**src/rtl/regfile_wb_arbiter.sv**
```systemverilog
// Register-file write-back arbiter: ALU results win combinationally (0 latency), queued loads drain in order when the ALU is idle.
// Loads are backpressured via ld_ready once DEPTH entries are held; younger ALU writes squash queued loads to the same rd.
module regfile_wb_arbiter #(
    parameter int DEPTH = 4,
    parameter int XLEN  = 32
) (
    input  logic                     clk,
    input  logic                     rst,
    input  logic                     alu_wen,
    input  logic [4:0]               alu_rd,
    input  logic [XLEN-1:0]          alu_wdata,
    input  logic                     ld_valid,
    output logic                     ld_ready,
    input  logic [4:0]               ld_rd,
    input  logic [XLEN-1:0]          ld_wdata,
    output logic                     wb_en,
    output logic [4:0]               wb_dir,
    output logic [XLEN-1:0]          wb_data,
    output logic [31:0]              pending,
    output logic [$clog2(DEPTH):0]   fifo_count
);
    localparam int PW = $clog2(DEPTH);
    localparam int CW = PW + 1;

    logic [4:0]      rd_q   [DEPTH];
    logic [4:0]      rd_d   [DEPTH];
    logic [XLEN-1:0] data_q [DEPTH];
    logic [XLEN-1:0] data_d [DEPTH];
    logic [DEPTH-1:0] live_q, live_d;
    logic [PW-1:0]   rptr_q, rptr_d;
    logic [PW-1:0]   wptr_q, wptr_d;
    logic [CW-1:0]   count_q, count_d;
    logic [31:0]     pending_q, pending_d;

    logic alu_act, push, pop;

    always_comb begin
        alu_act  = alu_wen && (alu_rd != 5'd0);
        ld_ready = (count_q < CW'(DEPTH)) && rst;
        push     = ld_valid && ld_ready && (ld_rd != 5'd0);
        pop      = !alu_act && (count_q != '0);
    end

    always_comb begin
        wb_en   = 1'b0;
        wb_dir  = 5'd0;
        wb_data = '0;
        if (alu_act) begin
            wb_en   = 1'b1;
            wb_dir  = alu_rd;
            wb_data = alu_wdata;
        end else if (pop && live_q[rptr_q]) begin
            wb_en   = 1'b1;
            wb_dir  = rd_q[rptr_q];
            wb_data = data_q[rptr_q];
        end
    end

    // Squash is applied before the enqueue so a same-cycle load stays live.
    always_comb begin
        rd_d      = rd_q;
        data_d    = data_q;
        live_d    = live_q;
        rptr_d    = rptr_q;
        wptr_d    = wptr_q;
        pending_d = '0;
        if (alu_act) begin
            for (int i = 0; i < DEPTH; i++) begin
                if (rd_q[i] == alu_rd) live_d[i] = 1'b0;
            end
        end
        if (pop) begin
            live_d[rptr_q] = 1'b0;
            rptr_d         = rptr_q + 1'b1;
        end
        if (push) begin
            rd_d[wptr_q]   = ld_rd;
            data_d[wptr_q] = ld_wdata;
            live_d[wptr_q] = 1'b1;
            wptr_d         = wptr_q + 1'b1;
        end
        count_d = count_q + CW'(push) - CW'(pop);
        for (int i = 0; i < DEPTH; i++) begin
            if (live_d[i]) pending_d[rd_d[i]] = 1'b1;
        end
    end

    always_ff @(posedge clk) begin
        if (!rst) begin
            live_q    <= '0;
            rptr_q    <= '0;
            wptr_q    <= '0;
            count_q   <= '0;
            pending_q <= '0;
        end else begin
            live_q    <= live_d;
            rptr_q    <= rptr_d;
            wptr_q    <= wptr_d;
            count_q   <= count_d;
            pending_q <= pending_d;
        end
    end

    // Payload needs no reset: live bits gate every use of it.
    always_ff @(posedge clk) begin
        rd_q   <= rd_d;
        data_q <= data_d;
    end

    assign pending    = pending_q;
    assign fifo_count = count_q;
endmodule
```
**config.mk**
```make
export PLATFORM = sky130hd
export DESIGN_NAME = regfile_wb_arbiter
export DESIGN_NICKNAME = d
export VERILOG_FILES = /design/src/rtl/regfile_wb_arbiter.sv
export SDC_FILE = /design/constraint.sdc
export NUM_CORES = 1
export LEC_CHECK = 0
export CORE_MARGIN = 10
export CORE_UTILIZATION = 32
export CTS_BUF_LIST = sky130_fd_sc_hd__clkbuf_4 sky130_fd_sc_hd__clkbuf_8
export DETAILED_ROUTE_END_ITERATION = 10
export GPL_ROUTABILITY_DRIVEN = 0
export PLACE_DENSITY_LB_ADDON = 0.05
export SYNTH_ARGS = -nofsm -noshare
export SYNTH_HDL_FRONTEND = slang
export SYNTH_SLANG_ARGS = --single-unit
```
**constraint.sdc**
```tcl
create_clock -name clk -period 6.1 [get_ports clk]
set_input_delay 1.525 -clock clk [delete_from_list [all_inputs] [get_ports clk]]
set_output_delay 1.525 -clock clk [all_outputs]
set_load 0.005 [all_outputs]
```
==> out/summary.log, run 1 <==
qor: status.outcome finished, violations left
qor: status.failed_checks DRC
qor: timing.slew_headroom 40.6%
qor: global_route.globalRouteOverflowTotal 0
qor: route.via_per_inst 5.62
qor: synth.synth_ff_type sky130_fd_sc_hd__edfxtp_1
qor: timing.grt_setup_unrepaired no
qor: clocking.clkTransAtPathRegs 100 ps
qor: critical_path.cpMostUsedCell sky130_fd_sc_hd__clkdlybuf4s50_1
qor: clocking.cts-root-buf sky130_fd_sc_hd__clkbuf_8
qor: die.boundaryPins 152
qor: job.cap_viol_max_count 0
qor: critical_path.critical_path.reg2reg.startpoint rptr_q[0]
qor: timing.worst_slack 487 ps
qor: clocking.clk_latency_worst_skew_pair 470 ps
qor: synth.avgSynthCellArea 12.2 µm²
qor: synth.synth_largest_area_cell sky130_fd_sc_hd__edfxtp_1
qor: cells_and_area.antenna_cells_inserted 0
qor: clocking.clock_tree.buffer_depth 2
qor: clocking.postCtsSetupBuffers 0
qor: synth.synth_top_area_share 40.9%
qor: synth.synth-async-reset-ratio 0%
qor: timing.clock_skew 21.3 ps
qor: route.wirelength 30800 µm
qor: synth.syn-cell-area 9400 µm²
qor: route.routed-via-count 7283
qor: critical_path.cpMaxStageDelayCell sky130_fd_sc_hd__or4_4
qor: timing.max_clock_freq 0.178 GHz
qor: synth.synth.most_common_cell sky130_fd_sc_hd__edfxtp_1
qor: critical_path.crit_path_start_kind input port
qor: clocking.cts.repair.resized 0
qor: critical_path.worstPathBufferInverterCount 3
qor: power.leakage 3.76 nW
qor: synth.post_synth_most_frequent_cells sky130_fd_sc_hd__edfxtp_1, sky130_fd_sc_hd__nand2_1, sky130_fd_sc_hd__dfxtp_1
qor: clocking.postCtsHoldBufs 0
qor: power.post-layout-total-power 3.55 mW
qor: timing.finalWorstPathRequiredPeriod 5610 ps
qor: global_route.antenna_found_initial 0
qor: critical_path.largest_stage_delay_on_the_critical_path 600 ps
qor: clocking.cts_htree_levels 4
qor: die.core_rows 62
qor: timing.finalHoldWorstSlack 547 ps
qor: die.die_x 191 µm
qor: critical_path.worst-r2r-cell-count 9
qor: critical_path.cpLargestDelayFamily buffers and inverters
qor: die.die-height 191 µm
qor: die.core-area 28900 µm²
qor: placed_design.preCtsSetupSlack 469 ps
qor: cells_and_area.post-route-util 40.6%
qor: critical_path.reg2reg_slack 2700 ps
qor: synth.number_of_unique_standard_cell_types_used_by_synthesis 68
qor: power.p_per_area 303 nW/µm²
qor: synth.post_synth_edffs 128
qor: clocking.tritoncts.num_buffers 17
qor: timing.fin_setup_tns 0 ps
qor: route.routed_wire_length_per_instance 23.8 µm
qor: cells_and_area.multi_input_logic_area 3900 µm²
qor: synth.post_synthesis_cell_count 771
qor: clocking.clock-sinks 191
qor: cells_and_area.final_cell_area 11700 µm²
qor: critical_path.cell_by_cell_listing_of_the_critical_path clkdlybuf4s50_1 -> or4_4 -> o21a_2 -> nor2b_4 -> buf_4 -> a32o_1 -> clkdlybuf4s50_1
qor: critical_path.worst_r2r_endpoint pending[8]
qor: route.ant_nets 0
qor: route.drt-pass1-iter-count 10
qor: global_route.grt_max_degree 42
qor: critical_path.timing_worst_setup_path_type in2out
qor: die.initial_utilization 32.6%
qor: timing.timing_hold_violations_final 0
qor: min_path.hold_end live_q[0]
qor: cells_and_area.finalNonFillerCells 1296
qor: critical_path.crit_fanout 19
qor: die.die_area 36600 µm²
qor: route.dr.first_iter.drc_count 632
qor: placed_design.dp_cells 1264
qor: timing.final-max-slew-violation-count 0
qor: clocking.tritoncts built
qor: synth.synth.yosys.seq_area_share 54.3%
qor: global_route.groute.usage.overall 16.8%
qor: timing.layout_worst_path_cycle_share 92.0%
qor: min_path.worst_hold_path_cells 2
qor: power.power.ir.vdd_worst 0.167 mV
qor: critical_path.endpoint_kind primary output
qor: synth.yosys_register_bits 191
qor: timing.setup-violations-final 0
qor: timing.max_slew.worst_pin.slew 892 ps
qor: cells_and_area.layout_cell_share_with_drive_strength_beyond_1 13.2%
qor: cells_and_area.sequential_cell_area 5110 µm²
qor: critical_path.cp.required 4580 ps
qor: global_route.grt_first_pass_wirelength 47000 µm
qor: placed_design.postPlaceCellArea 11300 µm²
qor: synth.syn_nets 860
qor: synth.ys_warn_count 0
qor: global_route.first_global_vias 7555
qor: cells_and_area.final_net_count 988
qor: cells_and_area.n_fill_cell 2736
qor: min_path.holdCritStartpoint live_q[0]
qor: critical_path.arrival 4090 ps
qor: placed_design.numPortBuffers 151
qor: placed_design.dp_hpwl 22000 µm
qor: synth.netlist_top_cells_area sky130_fd_sc_hd__edfxtp_1, sky130_fd_sc_hd__dfxtp_1, sky130_fd_sc_hd__mux4_2, sky130_fd_sc_hd__a32o_1, sky130_fd_sc_hd__nand2_1
qor: route.route.detailed.drc 1
qor: cells_and_area.synthToLayoutAreaGrowth 24.8%
qor: min_path.holdCritPathClass reg2reg
==> kinds of logic (layout without fill, tap and decap cells) <==
family / Yosys count / in the layout / share of synthesized area, %
AO/OA/AOI/OAI: 209 / 209 / 17.7
XOR/XNOR: 24 / 24 / 2.24
adder cells (fa/ha/maj): 11 / 11 / 1.54
buffers and inverters: 97 / 238 / 4.23
flip-flops: 191 / 191 / 54.3
multiplexers: 44 / 44 / 9.77
AND/OR/NAND/NOR: 195 / 195 / 10.2
==> routing by layer <==
layer / GRT usage, % / share of wire, % / vias to the layer above
met2: 28.0 / 49 / 316
li1: - / - / 3291
met5: 0 / 0 / -
met3: 3.81 / 6.2 / 47
met4: 5.77 / 2.7 / 0
met1: 20.9 / 42 / 3629
==> sequential cells by signal, summed over array words and instances, names as in the netlist <==
signal	flops
fifo_count	3
data_q	128
rptr_q	2
wptr_q	2
pending	32
rd_q	20
live_q	4
==> area by class of cell <==
cell class | instances | share of cell area (%)
well taps | 384 | 4.10
clock buffers | 18 | 2.06
repair buffers | 176 | 14.5
clock inverters | 14 | 1.57
inverters | 30 | 0.960
flip-flops and latches | 191 | 43.6
multi-input cells | 483 | 33.3
==> cell usage in the layout, fill, tap and decap left out, types with 19 or more instances in the layout <==
master                            count
sky130_fd_sc_hd__clkdlybuf4s50_1    151
sky130_fd_sc_hd__inv_1               26
sky130_fd_sc_hd__xnor2_1             23
sky130_fd_sc_hd__buf_4               25
sky130_fd_sc_hd__nand2_1             72
sky130_fd_sc_hd__o21ai_0             36
sky130_fd_sc_hd__edfxtp_1           128
sky130_fd_sc_hd__dfxtp_1             61
sky130_fd_sc_hd__mux4_2              38
sky130_fd_sc_hd__a32o_1              37
sky130_fd_sc_hd__nor2_1              48
sky130_fd_sc_hd__a22oi_1             19
==> how the worst max path moves through the flow <==
stage,endpoint,cells after the start,start
floorplan,wb_data[10],7,alu_rd[2]
global placement,wb_data[14],7,alu_rd[2]
detailed placement,wb_data[29],7,alu_rd[2]
CTS,wb_data[29],7,alu_rd[2]
global route,wb_data[29],7,alu_rd[2]
finish,wb_data[29],7,alu_rd[2]
==> power breakdown <==
group / internal [mW] / switching (mW)
combinational: 0.492 / 0.538
clock: 0.323 / 0.533
sequential: 1.48 / 0.183
total: 2.29 / 1.26
==> worst reg2reg max path: cells and delay by family, from the launching register on <==
| family | cells | cell delay [ps] |
|---|---|---|
| AND/OR/NAND/NOR | 1 | 70 |
| adder cells (fa/ha/maj) | 1 | 230 |
| flip-flops | 1 | 690 |
| buffers and inverters | 3 | 960 |
| AO/OA/AOI/OAI | 4 | 1390 |
Power figures use the tool's default switching activity.
==> run 2, diff against run 1 <==
Settings changed: GPL_ROUTABILITY_DRIVEN 0 to 1, HOLD_SLACK_MARGIN from default to 0.06.
Clock period 6.1 ns to 6.72 ns, I/O delays scaled along.
==> run 2 against run 1 <==
  * Sequential share of layout area is 0.31 points higher
  * Final area decreased by 0.71%
  * Critical path depth unchanged
  * Clock skew grew 7.3 ps
  * Count of clock-buffer cells in the layout is 1 higher
  * Via count is 1.5% lower
  * Flip-flop and latch count did not move
  * The run now ends clean
  * Global-route usage decreased by 0.14 points
  * Register-to-register slack gained 860 ps
  * Worst hold slack better by 2.1 ps
  * Setup slack better by 230 ps
  * Final cell count decreased by 0.54%
==> out/summary.log, run 2 (synthesis gave the netlist of run 1 again) <==
qor: clocking.clkTransAtPathRegs 100 ps
qor: die.die-height 191 µm
qor: route.routed_wire_length_per_instance 24.0 µm
qor: cells_and_area.mostFrequentLayoutCells sky130_fd_sc_hd__clkdlybuf4s50_1, sky130_fd_sc_hd__edfxtp_1, sky130_fd_sc_hd__nand2_1, sky130_fd_sc_hd__dfxtp_1, sky130_fd_sc_hd__nor2_1
qor: cells_and_area.sequential_cell_area 5110 µm²
qor: clocking.tritoncts built
qor: global_route.grt_max_degree 44
qor: timing.clock_skew 28.6 ps
qor: timing.setup-violations-final 0
qor: status.outcome complete, no violations
qor: clocking.clock-sinks 191
qor: clocking.cts-root-buf sky130_fd_sc_hd__clkbuf_8
qor: critical_path.cell_by_cell_listing_of_the_critical_path clkdlybuf4s50_1 -> or4_4 -> o21a_2 -> nor2b_4 -> buf_4 -> a32o_1 -> clkdlybuf4s50_1
qor: cells_and_area.n_fill_cell 2810
qor: cells_and_area.multi_input_logic_area 3910 µm²
qor: clocking.tritoncts.num_buffers 17
qor: placed_design.numPortBuffers 151
qor: critical_path.cpLargestDelayFamily buffers and inverters
qor: critical_path.cp.required 5040 ps
qor: min_path.holdCritPathClass reg2reg
qor: cells_and_area.layout.cells.most_common sky130_fd_sc_hd__clkdlybuf4s50_1
qor: critical_path.endpoint_kind primary output
qor: timing.grt_setup_unrepaired no
qor: clocking.clock_tree.buffer_depth 2
qor: critical_path.arrival 4320 ps
qor: clocking.cts_htree_levels 4
qor: die.core-area 28900 µm²
qor: power.p_per_area 274 nW/µm²
qor: route.via_per_inst 5.57
qor: critical_path.critical_path.reg2reg.startpoint rptr_q[0]
qor: timing.fin_setup_tns 0 ps
qor: timing.max_clock_freq 0.167 GHz
qor: route.drt-pass1-iter-count 5
qor: timing.finalHoldWorstSlack 549 ps
qor: global_route.grt_first_pass_wirelength 46400 µm
qor: cells_and_area.largest_register_ffs 128
qor: clocking.cts.repair.resized 0
qor: placed_design.dp_hpwl 22200 µm
qor: timing.layout_worst_path_cycle_share 89.3%
qor: power.leakage 3.72 nW
qor: clocking.clk_latency_worst_skew_pair 480 ps
qor: cells_and_area.registers.top_by_ff_count data_q
qor: global_route.first_global_vias 7232
qor: route.dr.first_iter.drc_count 657
qor: die.boundaryPins 152
qor: cells_and_area.synthToLayoutAreaGrowth 23.9%
qor: critical_path.first_element_of_the_critical_path alu_rd[1]
qor: timing.timing_hold_violations_final 0
qor: timing.slew_headroom 39.4%
qor: critical_path.timing_worst_setup_path_type in2out
qor: global_route.antenna_found_initial 0
qor: critical_path.worstPathBufferInverterCount 3
qor: die.initial_utilization 32.6%
qor: die.die_area 36600 µm²
qor: cells_and_area.layout_cell_share_with_drive_strength_beyond_1 12.6%
qor: critical_path.crit_fanout 20
qor: global_route.groute.usage.overall 16.6%
qor: clocking.postCtsSetupBuffers 0
qor: route.route.detailed.drc 0
qor: cells_and_area.antenna_cells_inserted 0
qor: placed_design.gp_congestion 0.905
qor: critical_path.worstSetupPathDepth 7
qor: route.ant_nets 0
qor: power.power.ir.vdd_worst 0.136 mV
qor: cells_and_area.final_net_count 981
qor: min_path.holdCritStartpoint live_q[1]
qor: die.die_x 191 µm
qor: critical_path.cpMaxStageDelayCell sky130_fd_sc_hd__or4_4
qor: min_path.worst_hold_path_cells 2
qor: timing.final-max-slew-violation-count 0
qor: die.core_rows 62
qor: timing.max_slew.worst_pin.slew 909 ps
qor: critical_path.worst-r2r-cell-count 6
qor: clocking.postCtsHoldBufs 0
qor: route.wirelength 31000 µm
qor: critical_path.cpMostUsedCell sky130_fd_sc_hd__clkdlybuf4s50_1
qor: critical_path.largest_stage_delay_on_the_critical_path 620 ps
qor: job.cap_viol_max_count 0
qor: critical_path.crit_path_start_kind input port
qor: timing.finalWorstPathRequiredPeriod 6000 ps
qor: route.routed-via-count 7176
qor: global_route.globalRouteOverflowTotal 0
[run 2: changes by cell type in the layout (fill, tap and decap cells not counted), sizes merged]
cell,previous run,this run
clkinv,8,6
clkbuf,18,19
inv,35,37
clkinvlp,1,0
buf,25,18
[run 2: routing by layer]
| layer | vias to the layer above | GRT usage [%] | share of wire, % |
|---|---|---|---|
| li1 | 3278 | - | - |
| met1 | 3610 | 21.2 | 43 |
| met2 | 253 | 27.8 | 49 |
| met3 | 35 | 3.28 | 5.4 |
| met4 | 0 | 5.35 | 2.2 |
| met5 | - | 0 | 0 |
[run 2: through the flow]
step | instances | setup WS [ps] | util (%) | cell area, µm² | power (mW)
after floorplan | 771 | 1680 | - | 9400 | 2.09
after global placement | 1257 | 704 | 39.0 | 11300 | 2.46
after detailed placement | 1257 | 676 | 39.0 | 11300 | 2.47
after CTS | 1289 | 661 | 40.3 | 11600 | 3.24
after global routing | 1289 | 606 | 40.3 | 11600 | 3.38
final | 1289 | 720 | 40.3 | 11600 | 3.20
[run 2: path summary, 6_finish.rpt]
kind	endpoint	slack [ps]
worst max-delay path	wb_dir[4]	720
worst min-delay path	live_q[1]	550
worst max register to register	pending[11]	3560
worst min register to register	live_q[1]	550
[run 2: worst register-to-register path: cells and delay by family, from the launching register on]
kind | cells | cell delay (ps)
fa+ha+maj | 1 | 280
compound gates | 4 | 1750
flops | 1 | 910
simple gates | 1 | 60
[run 2: cell type report]
cell class	instances	area share (%)
Multi-Input combinational cell	483	33.5
Tap cell	384	4.13
Clock inverter	13	1.21
Sequential cell	191	43.9
Timing Repair Buffer	169	14.1
Inverter	30	0.967
Clock buffer	19	2.14
[run 2: report_power, final]
| group | switching, mW | internal [mW] |
|---|---|---|
| Clock | 0.478 | 0.287 |
| Sequential | 0.174 | 1.34 |
| Combinational | 0.471 | 0.445 |
| Total | 1.12 | 2.07 |
==> run 3, diff against run 2 <==
Settings changed: CORE_UTILIZATION 32 to 60.
==> run 3 against run 2 <==
  * Setup slack worse by 120 ps
  * Die area down 42%
  * Total power about the same
  * Sequential power about the same
  * First-iteration DRC count up 62%
  * Non-clock buffer count down 6
  * Worst hold slack better by 3.7 ps
  * Final area down 2.1%
  * Combinational power up 2%
  * Global-route usage up 9.4 points
  * Largest power group unchanged
==> out/summary.log, run 3 (synthesis gave the netlist of run 1 again) <==
qor: die.boundaryPins 152
qor: status.outcome complete, no violations
qor: cells_and_area.layout_cell_share_with_drive_strength_beyond_1 11.9%
qor: power.p_clk_share 24.2%
qor: power.power.ir.vdd_worst 0.243 mV
qor: critical_path.endpoint_kind primary output
qor: die.die_area 21100 µm²
qor: timing.grt_setup_unrepaired no
qor: power.leakage 3.70 nW
qor: critical_path.crit_path_start_kind input port
qor: timing.final-max-slew-violation-count 0
qor: clocking.cts-root-buf sky130_fd_sc_hd__clkbuf_8
qor: clocking.postCtsSetupBuffers 0
qor: placed_design.numPortBuffers 151
qor: critical_path.arrival 4440 ps
qor: timing.fin_setup_tns 0 ps
qor: global_route.grt_max_degree 42
qor: timing.max_slew.worst_pin.slew 1150 ps
qor: clocking.clock_tree.buffer_depth 2
qor: route.routed_wire_length_per_instance 25.4 µm
qor: route.wirelength 28100 µm
qor: clocking.cts_htree_levels 4
qor: power.comb_power_share 29.1%
qor: global_route.groute.usage.overall 26.1%
qor: power.switching_power 1.10 mW
qor: timing.timing_hold_violations_final 0
qor: critical_path.crit_fanout 40
qor: cells_and_area.registers.top_by_ff_count data_q
qor: clocking.tritoncts.num_buffers 17
qor: timing.max_clock_freq 0.163 GHz
qor: global_route.globalRouteOverflowTotal 0
qor: timing.finalWorstPathRequiredPeriod 6120 ps
qor: global_route.grt_first_pass_wirelength 44100 µm
qor: route.via_per_inst 6.87
qor: route.dr.first_iter.drc_count 1066
qor: global_route.first_global_vias 7650
qor: die.initial_utilization 61.6%
qor: die.die-height 145 µm
qor: die.die_x 145 µm
qor: power.p_per_area 280 nW/µm²
qor: cells_and_area.antenna_cells_inserted 0
qor: critical_path.reg2reg_slack 3590 ps
qor: placed_design.preCtsSetupSlack 629 ps
qor: critical_path.timing_worst_setup_path_type in2out
qor: clocking.clkTransAtPathRegs 100 ps
qor: job.cap_viol_max_count 0
qor: timing.setup-violations-final 0
qor: route.drt-pass1-iter-count 6
qor: power.internal_power 2.10 mW
qor: global_route.antenna_found_initial 0
qor: timing.clock_skew 18.3 ps
qor: clocking.postCtsHoldBufs 0
qor: power.swShare 34.4%
qor: timing.worst_slack 600 ps
qor: cells_and_area.mostFrequentLayoutCells sky130_fd_sc_hd__clkdlybuf4s50_1, sky130_fd_sc_hd__edfxtp_1, sky130_fd_sc_hd__nand2_1, sky130_fd_sc_hd__dfxtp_1, sky130_fd_sc_hd__nor2_1
qor: min_path.holdCritPathClass reg2reg
qor: route.routed-via-count 7616
qor: clocking.clk_latency_worst_skew_pair 470 ps
qor: power.sequentialPowerShare 46.7%
qor: timing.finalHoldWorstSlack 553 ps
qor: cells_and_area.largest_register_ffs 128
qor: die.core-area 15300 µm²
qor: cells_and_area.final_net_count 975
qor: timing.layout_worst_path_cycle_share 91.1%
qor: power.post-layout-total-power 3.19 mW
qor: placed_design.gp_congestion 1.07
qor: placed_design.dp_hpwl 20000 µm
qor: route.ant_nets 0
qor: critical_path.cp.required 5040 ps
qor: route.route.detailed.drc 0
qor: die.core_rows 45
qor: timing.slew_headroom 23.5%
qor: clocking.clock-sinks 191
qor: clocking.cts.repair.resized 0
qor: cells_and_area.layout.cells.most_common sky130_fd_sc_hd__clkdlybuf4s50_1
qor: cells_and_area.synthToLayoutAreaGrowth 21.3%
qor: clocking.tritoncts built
run 3: stage by stage:
step	area [µm²]	cells	utilization (%)
final	11400	1109	74.7
after global routing	11400	1109	74.7
after CTS	11400	1109	74.7
after detailed placement	11000	1078	72.1
after global placement	11000	1078	72.1
after floorplan	9400	771	-
run 3: routing by layer:
| layer | track usage (%) | routed length, µm | vias to the layer above |
|---|---|---|---|
| met5 | 0 | 0 | - |
| met4 | 9.00 | 687 | 0 |
| met3 | 7.20 | 2920 | 73 |
| met2 | 43.0 | 14000 | 550 |
| met1 | 32.4 | 10500 | 3727 |
| li1 | - | - | 3266 |
run 3: power groups by stage:
stage / sequential [mW] / clock, mW / combinational (mW)
after floorplan: 1.41 / 0 / 0.686
after global placement: 1.50 / 0 / 0.890
after detailed placement: 1.51 / 0 / 0.916
after CTS: 1.49 / 0.774 / 0.924
after global routing: 1.51 / 0.823 / 0.993
final: 1.49 / 0.772 / 0.929
run 3: worst max-delay path: stages:
cell	delay (ps)
sky130_fd_sc_hd__clkdlybuf4s50_1	580
sky130_fd_sc_hd__or4_4	610
sky130_fd_sc_hd__o21a_1	230
sky130_fd_sc_hd__nor2b_4	100
sky130_fd_sc_hd__buf_4	400
sky130_fd_sc_hd__a32o_1	280
sky130_fd_sc_hd__clkdlybuf4s50_1	530
run 3: worst paths after layout:
path         startpoint     endpoint  depth (start not counted)
max           alu_rd[2]   wb_data[7]                          7
min             rd_q[7]      rd_q[7]                          2
max reg2reg   wptr_q[0]  pending[18]                          8
min reg2reg     rd_q[7]      rd_q[7]                          2
run 3: layout make-up:
type,count,area [µm²]
Sequential cell,191,5110
Multi-Input combinational cell,483,3910
Fill cell,1013,3860
Timing Repair Buffer,163,1600
Tap cell,211,264
Clock buffer,17,234
Clock inverter,14,170
Inverter,30,113
